===== config.mk =====
export PLATFORM = sky130hd
export DESIGN_NAME = multicycle_sequencer
export DESIGN_NICKNAME = d
export VERILOG_FILES = /design/src/rtl/core_pkg.sv /design/src/rtl/req_timeout.sv /design/src/rtl/multicycle_sequencer.sv
export SDC_FILE = /design/constraint.sdc
export NUM_CORES = 1
export LEC_CHECK = 0
export ABC_AREA = 1
export BUFFER_PORTS_ARGS = -buffer_cell sky130_fd_sc_hd__buf_4
export CAP_MARGIN = 5
export CORE_AREA = 5 5 94 96
export CTS_CLUSTER_DIAMETER = 50
export DETAILED_ROUTE_END_ITERATION = 8
export DIE_AREA = 0 0 99 101
export GPL_TIMING_DRIVEN = 0
export SLEW_MARGIN = 5
export SYNTH_ARGS = -nofsm -noshare
export SYNTH_HDL_FRONTEND = slang
export SYNTH_SLANG_ARGS = --single-unit

===== constraint.sdc =====
create_clock -name clk -period 2.4 [get_ports clk]
set_input_delay 0.48 -clock clk [delete_from_list [all_inputs] [get_ports clk]]
set_output_delay 0.48 -clock clk [all_outputs]
set_load 0.05 [all_outputs]

===== src/rtl/core_pkg.sv =====
// core_pkg: shared sequencer state encoding, supported opcodes and the opcode filter
package core_pkg;

    typedef enum logic [2:0] {
        S_FETCH  = 3'd0,
        S_DECODE = 3'd1,
        S_EXEC   = 3'd2,
        S_MEM    = 3'd3,
        S_WB     = 3'd4,
        S_HALT   = 3'd5
    } state_e;

    localparam logic [6:0] OP_R     = 7'b0110011;
    localparam logic [6:0] OP_IMM   = 7'b0010011;
    localparam logic [6:0] OP_LOAD  = 7'b0000011;
    localparam logic [6:0] OP_STORE = 7'b0100011;

    function automatic logic is_supported(input logic [6:0] op);
        return op inside {OP_R, OP_IMM, OP_LOAD, OP_STORE};
    endfunction

endpackage


===== src/rtl/req_timeout.sv =====
// req_timeout: 16-bit pending-request counter with clear/enable and a limit-hit flag
//   clk, rst : clock, synchronous active-high reset
//   clr      : zero the count (takes priority over en)
//   en       : a request is pending without ready this cycle
//   hit      : count has reached LIMIT
module req_timeout #(
    parameter logic [15:0] LIMIT = 16'd255
) (
    input  logic clk,
    input  logic rst,
    input  logic clr,
    input  logic en,
    output logic hit
);

    logic [15:0] cnt_q, cnt_d;

    always_comb cnt_d = clr ? 16'd0 : en ? cnt_q + 16'd1 : cnt_q;

    assign hit = cnt_q == LIMIT;

    always_ff @(posedge clk) begin
        if (rst) cnt_q <= 16'd0;
        else     cnt_q <= cnt_d;
    end

endmodule


===== src/rtl/multicycle_sequencer.sv =====
// multicycle_sequencer: fetch/decode/exec/mem/wb sequencer for the rv32 multicycle datapath
//   clk, rst                 : clock, synchronous active-high reset
//   opcode                   : instr[6:0] from the IR, valid from DECODE onward
//   imem_ready, dmem_ready   : memory completes the access this cycle
//   imem_req, dmem_req, dmem_we : memory requests (combinational from state)
//   ir_write, pc_write, mdr_write, rf_write, wb_sel : datapath write strobes and WB select
//   halted, illegal_insn, bus_error : sticky stop status
//   state                    : current state encoding
//   retired                  : retired-instruction count, wraps silently
module multicycle_sequencer
    import core_pkg::*;
#(
    parameter int TIMEOUT_CYCLES = 255,
    parameter int RETIRE_W       = 32
) (
    input  logic                clk,
    input  logic                rst,
    input  logic [6:0]          opcode,
    input  logic                imem_ready,
    input  logic                dmem_ready,
    output logic                imem_req,
    output logic                dmem_req,
    output logic                dmem_we,
    output logic                ir_write,
    output logic                pc_write,
    output logic                mdr_write,
    output logic                rf_write,
    output logic                wb_sel,
    output logic                halted,
    output logic                illegal_insn,
    output logic                bus_error,
    output logic [2:0]          state,
    output logic [RETIRE_W-1:0] retired
);

    state_e                state_q, state_d;
    logic                  halted_q, halted_d;
    logic                  illegal_q, illegal_d;
    logic                  bus_error_q, bus_error_d;
    logic [RETIRE_W-1:0]   retired_q, retired_d;
    logic                  is_load, is_store, legal, rdy, wait_rdy, hit, tmo, retire;

    assign is_load  = opcode == OP_LOAD;
    assign is_store = opcode == OP_STORE;
    assign legal    = is_supported(opcode);

    always_comb begin
        imem_req  = state_q == S_FETCH;
        dmem_req  = state_q == S_MEM;
        dmem_we   = dmem_req && is_store;
        rdy       = (imem_req && imem_ready) || (dmem_req && dmem_ready);
        wait_rdy  = (imem_req || dmem_req) && !rdy;
        // a ready on the limit cycle completes normally, so only a still-waiting request times out
        tmo       = wait_rdy && hit;
        ir_write  = imem_req && imem_ready;
        mdr_write = dmem_req && dmem_ready && is_load;
        rf_write  = state_q == S_WB;
        wb_sel    = rf_write && is_load;
        retire    = rf_write || (dmem_we && dmem_ready);
        pc_write  = retire;
        state_d   = state_q;
        case (state_q)
            S_FETCH:  state_d = tmo ? S_HALT : imem_ready ? S_DECODE : S_FETCH;
            S_DECODE: state_d = legal ? S_EXEC : S_HALT;
            S_EXEC:   state_d = (is_load || is_store) ? S_MEM : S_WB;
            S_MEM:    state_d = tmo ? S_HALT : !dmem_ready ? S_MEM : is_load ? S_WB : S_FETCH;
            S_WB:     state_d = S_FETCH;
            default:  state_d = S_HALT;
        endcase
        halted_d    = halted_q || state_d == S_HALT;
        illegal_d   = illegal_q || (state_q == S_DECODE && !legal);
        bus_error_d = bus_error_q || tmo;
        retired_d   = retired_q + RETIRE_W'(retire);
    end

    // every handshake leaves the requesting state, so a state change also covers the handshake clear
    req_timeout #(
        .LIMIT(16'(TIMEOUT_CYCLES))
    ) u_timeout (
        .clk (clk),
        .rst (rst),
        .clr (state_d != state_q),
        .en  (wait_rdy),
        .hit (hit)
    );

    always_ff @(posedge clk) begin
        if (rst) begin
            state_q     <= S_FETCH;
            halted_q    <= 1'b0;
            illegal_q   <= 1'b0;
            bus_error_q <= 1'b0;
            retired_q   <= '0;
        end else begin
            state_q     <= state_d;
            halted_q    <= halted_d;
            illegal_q   <= illegal_d;
            bus_error_q <= bus_error_d;
            retired_q   <= retired_d;
        end
    end

    assign state        = state_q;
    assign halted       = halted_q;
    assign illegal_insn = illegal_q;
    assign bus_error    = bus_error_q;
    assign retired      = retired_q;

endmodule


==> results of run 1 <==
area by class of cell:
class / instances / area, sq um
Fill cell: 820 / 4040
Sequential cell: 54 / 1090
Tap cell: 105 / 131
Timing Repair Buffer: 56 / 420
Clock inverter: 1 / 6.26
Multi-Input combinational cell: 312 / 1900
Clock buffer: 7 / 76.3
Inverter: 69 / 272
Buffer: 4 / 31.3
through the flow:
stage               worst slack (ps)  hold WS [ps]
finish                          94.4           470
global route                   -26.0           499
CTS                             18.7           473
floorplan                       -194           502
detailed placement              -245           448
global placement                -215           460
critical path, delay by kind of cell (launching register included):
kind	cells	cell delay (ps)
AO/OA/AOI/OAI	1	130
adder cells (fa/ha/maj)	1	150
AND/OR/NAND/NOR	7	1330
buffers and inverters	2	250
flip-flops	1	380
cells in the mapped netlist (3+ instances only):
master / count
nand2_1: 91
inv_1: 64
nor2_1: 60
dfxtp_1: 54
nand3_1: 23
a21oi_1: 22
nor3_1: 21
nand4_1: 14
nor2_4: 11
xor2_1: 9
xnor2_1: 8
o21ai_0: 7
or2_2: 7
nand2_2: 5
a31oi_1: 4
nor4_1: 4
clkbuf_1: 3
ha_1: 3
inv_2: 3
nand3_2: 3
o21a_1: 3
sequential cells by signal (all words and copies together) (netlist names):
register,cells
retired,32
u_timeout.cnt_q,16
state,3
bus_error,1
halted,1
illegal_insn,1
metal layers:
metal / track usage / vias up / routed length, um
met3: 0.0284 / 4 / 334
met4: 0.0420 / 0 / 85
met1: 0.188 / 1324 / 3350
met2: 0.290 / 58 / 3750
li1: - / 1527 / -
met5: 0 / - / 0
cell families (layout without fill, tap and decap cells):
kind of cell    after synthesis  after routing  synth area share
fa+ha+maj                     3              3            0.0123
mux                           2              2           0.00655
compound gates               40             40            0.0733
flops                        54             54             0.354
xor+xnor                     17             17            0.0488
buf+inv                      73            137            0.0950
simple gates                250            250             0.410
final timing paths:
path,depth (start not counted),to,slack (ps)
setup / recovery,11,retired[27],90
hold / removal,2,bus_error,470
setup reg to reg,11,retired[27],90
hold reg to reg,2,bus_error,470
where the power goes:
| part | internal, mW | total (mW) | switching, mW |
|---|---|---|---|
| registers | 0.908 | 0.926 | 0.0185 |
| clock network | 0.208 | 0.508 | 0.300 |
| logic | 0.0932 | 0.296 | 0.203 |
| total | 1.21 | 1.73 | 0.521 |
==> results.toml, run 1 <==
[run_status]
status = "finished, final reports clean"

[clock_network]
cts.clk_slew.worst_paths_ps = 100
htreeDepth = 2
cts_sinks = 54
cts_buffer_depth = 2
postCtsSetupRepairBufs = 0
clkLatencyLatePin_ps = 310
cts-resized-gates = 0
postCtsHoldBufs = 0
cts_buffers = 5
clockRootBuffer = "clkbuf_8"
cts_tree = "done"

[floorplan]
start_util = 0.383
rows = 33
die_y_um = 101
ios = 57
die_w_um = 99
core_area_sq_um = 7970
dieArea_sq_um = 10000

[synthesis]
syn_area_per_cell_sq_um = 6.96
ys_ff_latch = 54
syn_inst = 439
synthFlopType = "dfxtp_1"
synth_nets = 453
yosysTopAreaCellShare = 0.354
yosysWarnings = 0
synth_area_leaders = "dfxtp_1 35%, nand2_1 11%, inv_1 7.9%, nor2_1 7.4%, nor2_4 4.1%"
syn_area_sq_um = 3050
yosysSeqAreaShare = 0.354
yosysUniqueCellTypes = 36
synth_edf_count = 0
synthArstFlopShare = 0
synth_top_area_cell = "dfxtp_1"

[setup_path]
arrival_ps = 2540
cp_common_cell = "inv_1"
max_stage_delay_ps = 430
r2r-start = "state[1]"
crit_chain = "nor2_2 -> inv_1 -> nor2_4 -> inv_1 -> nand2_8 -> ha_4 -> nand3_4 -> nor4_1 -> nand2_1 -> or2_2 -> a21oi_1"
crit_path_end_kind = "flop"
required_ps = 2640
worstPathMaxFanout = 7
worst_path_max_delay_cell = "nor4_1"
critPathLaunch = "state[1]"
crit_type = "flop to flop"
start_kind = "flop"

[cells_and_area]
syn2layout_area_growth_pct = 28.5
diodes = 0
final_common_cell = "nand2_1"
fin_area_sq_um = 3930
post-route-util = 0.493
final_nets = 516
final_cells = 608
final_cell_mix = "84 x nand2_1, 62 x inv_1, 56 x buf_4"
drive_gt1_frac = 0.262

[timing]
tightestPinTransition_ps = 569
fmaxAchievable_mhz = 434
finalMaxSlewViolations = 0
rsz0062_at_grt = "yes"
finalCriticalPeriod_ps = 2310
slew_headroom = 0.621
skew_ps = 14.9
setup_tns_ps = 0
finalSetupViolCount = 0
post-route-period-util = 0.961
final_hold_viol_count = 0

[power_and_ir_drop]
ir_worst_vdd_mv = 0.262
power_density_nw_per_um2 = 441
leakagePower_nw = 1.60
finalPower_mw = 1.73

[route]
antenna_left = 0
routed_wl_mm = 7.52
drc = 0
viasPerCell = 4.79
drt_iter0_drc = 71
drt_first_pass_iters = 4
num_vias = 2913
post_drt_wl_per_cell_um = 12.4

[place]
numPortBuffers = 56
hpwl_mm = 5.91
dp_cells = 600
place_area_sq_um = 3810
gp_congestion = 0.850

[global_route]
grt_pass1_wl_mm = 13.0
track_usage = 0.158
antenna_found_initial = 0
grt.overflow.total = 0
grt_max_degree = 17
grt_pass1_vias = 2787

[min_path]
min_from = "bus_error"
hold_path.class = "flop to flop"

[flow_run]
cap_viol_max_count = 0
Power figures use the tool's default switching activity.
==> run 2, diff against run 1 <==
--- a/config.mk
+++ b/config.mk
@@ -8,11 +8,14 @@
 export ABC_AREA = 1
 export BUFFER_PORTS_ARGS = -buffer_cell sky130_fd_sc_hd__buf_4
 export CAP_MARGIN = 5
-export CORE_AREA = 5 5 94 96
+export CELL_PAD_IN_SITES_DETAIL_PLACEMENT = 0
+export CELL_PAD_IN_SITES_GLOBAL_PLACEMENT = 1
+export CORE_AREA = 5 5 99 101
 export CTS_CLUSTER_DIAMETER = 50
 export DETAILED_ROUTE_END_ITERATION = 8
-export DIE_AREA = 0 0 99 101
+export DIE_AREA = 0 0 104 106
 export GPL_TIMING_DRIVEN = 0
+export PLACE_DENSITY_LB_ADDON = 0.1
 export SLEW_MARGIN = 5
 export SYNTH_ARGS = -nofsm -noshare
 export SYNTH_HDL_FRONTEND = slang
==> results.toml, run 2 (synthesis results as in run 1) <==
[run_status]
status = "finished, final reports clean"

[power_and_ir_drop]
finalPower_mw = 1.74
p_sw_mw = 0.530
ir_worst_vdd_mv = 0.232
clkPwrFrac = 0.293
seq_power_share = 0.533
power_density_nw_per_um2 = 439
leakagePower_nw = 1.61
intPower_mw = 1.21
switching_share = 0.305
combinationalPowerShare = 0.174

[place]
gp_congestion = 0.812
dp_cells = 606
numPortBuffers = 56
hpwl_mm = 6.39

[clock_network]
cts_sinks = 54
postCtsHoldBufs = 0
clockRootBuffer = "clkbuf_8"
cts_buffers = 5
clkLatencyLatePin_ps = 310
htreeDepth = 2
cts.clk_slew.worst_paths_ps = 100
cts_tree = "done"
cts_buffer_depth = 2

[min_path]
min_to = "illegal_insn"
min_from = "illegal_insn"
hold_depth = 2
hold_path.class = "flop to flop"

[route]
viasPerCell = 4.71
drt_first_pass_iters = 4
routed_wl_mm = 7.88
post_drt_wl_per_cell_um = 12.8
antenna_left = 0
drc = 0
num_vias = 2901
drt_iter0_drc = 67

[cells_and_area]
post-route-util = 0.443
drive_gt1_frac = 0.265
diodes = 0
final_cell_mix = "84 x nand2_1, 62 x inv_1, 59 x buf_4"
num-fill-cells = 951
final_nets = 519
syn2layout_area_growth_pct = 29.5
final_common_cell = "nand2_1"
final_cells = 616
largest_reg_flops = 32

[timing]
final_hold_viol_count = 0
finalSetupViolCount = 0
slew_headroom = 0.620
fmaxAchievable_mhz = 440
finalMaxSlewViolations = 0
whs_ps = 469
setup_tns_ps = 0
finalCriticalPeriod_ps = 2270
tightestPinTransition_ps = 569
post-route-period-util = 0.947
skew_ps = 18.1
rsz0062_at_grt = "yes"

[setup_path]
reg2reg_depth = 15
r2r-start = "state[2]"
path_buf_inv = 3
crit_type = "flop to flop"
r2r_slack_ps = 130
worst_path_max_delay_cell = "dfxtp_4"
start_kind = "flop"
required_ps = 2640
reg2reg_to = "retired[29]"
arrival_ps = 2510
crit_chain = "inv_8 -> nand3_4 -> inv_8 -> nand2_4 -> nor2_4 -> nand2_4 -> nand2_8 -> ha_4 -> nand3_4 -> nor2_4 -> inv_1 -> nor3_2 -> nand4_1 -> or2_4 -> a21oi_1"
crit_family = "simple AND/OR/NAND/NOR gates"
crit_path_end_kind = "flop"
worstPathMaxFanout = 7
max_stage_delay_ps = 380

[flow_run]
cap_viol_max_count = 0

[floorplan]
ios = 57
dieArea_sq_um = 11000
start_util = 0.342
die_w_um = 104
die_y_um = 106
rows = 35
core_area_sq_um = 8930

[global_route]
grt.overflow.total = 0
track_usage = 0.144
grt_max_degree = 16
antenna_found_initial = 0
grt_pass1_vias = 2797
grt_pass1_wl_mm = 13.3
[run 2: changes by cell type in the layout (fill, tap and decap cells not counted), sizes merged]
cell	change
buf	+3
clkbuf	-1
[run 2: power by group through the flow]
| stage | logic (mW) | clock network, mW | registers (mW) |
|---|---|---|---|
| 2_1_floorplan | 0.190 | 0 | 0.978 |
| 3_3_place_gp | 0.300 | 0 | 0.946 |
| 4_1_cts | 0.303 | 0.533 | 0.926 |
| 5_1_grt | 0.327 | 0.571 | 0.929 |
| 6_report | 0.301 | 0.509 | 0.926 |
| 3_5_place_dp | 0.302 | 0 | 0.947 |
[run 2: worst max path at each step]
| stage | from | to | slack, ps | cells after the start |
|---|---|---|---|---|
| final | state[2] | retired[29] | 130 | 15 |
| after global routing | state[2] | retired[27] | -40 | 13 |
| after CTS | state[1] | retired[27] | 30 | 11 |
| after detailed placement | opcode[3] | retired[29] | -330 | 14 |
| after global placement | opcode[3] | retired[29] | -300 | 14 |
| after floorplan | state[2] | retired[18] | -190 | 16 |
[run 2: layout make-up]
class	instances	area, sq um	area share
inverter	69	274	0.0693
clock inverter	1	6.26	0.00158
buffer	4	31.3	0.00791
tap	111	139	0.0351
sequential	54	1090	0.276
clock buffer	6	72.6	0.0184
timing repair buffer	59	443	0.112
multi-input combinational	312	1900	0.479
[run 2: tightest hold or removal path: stages, from the launching register on]
cell	delay, ps
dfxtp_1	330
inv_1	50
a21oi_1	50
[run 2: metal layers]
| layer | vias up | share of wire | GRT usage |
|---|---|---|---|
| met4 | 0 | 0.0080 | 0.0352 |
| met1 | 1309 | 0.44 | 0.172 |
| li1 | 1534 | - | - |
| met2 | 52 | 0.52 | 0.264 |
| met5 | - | 0 | 0 |
| met3 | 6 | 0.039 | 0.0279 |
[run 2: timing repair]
item,4_1_cts,5_1_grt
setup endpoints to repair,1,8
pin swaps,0,6
gates resized for setup,1,5
buffers inserted,0,3
[run 2: stage by stage]
step,instance area (sq um),worst slack (ps)
final,3950,126
after global routing,3950,-36.8
after CTS,3910,31.9
after detailed placement,3820,-331
after global placement,3820,-297
after floorplan,3260,-194
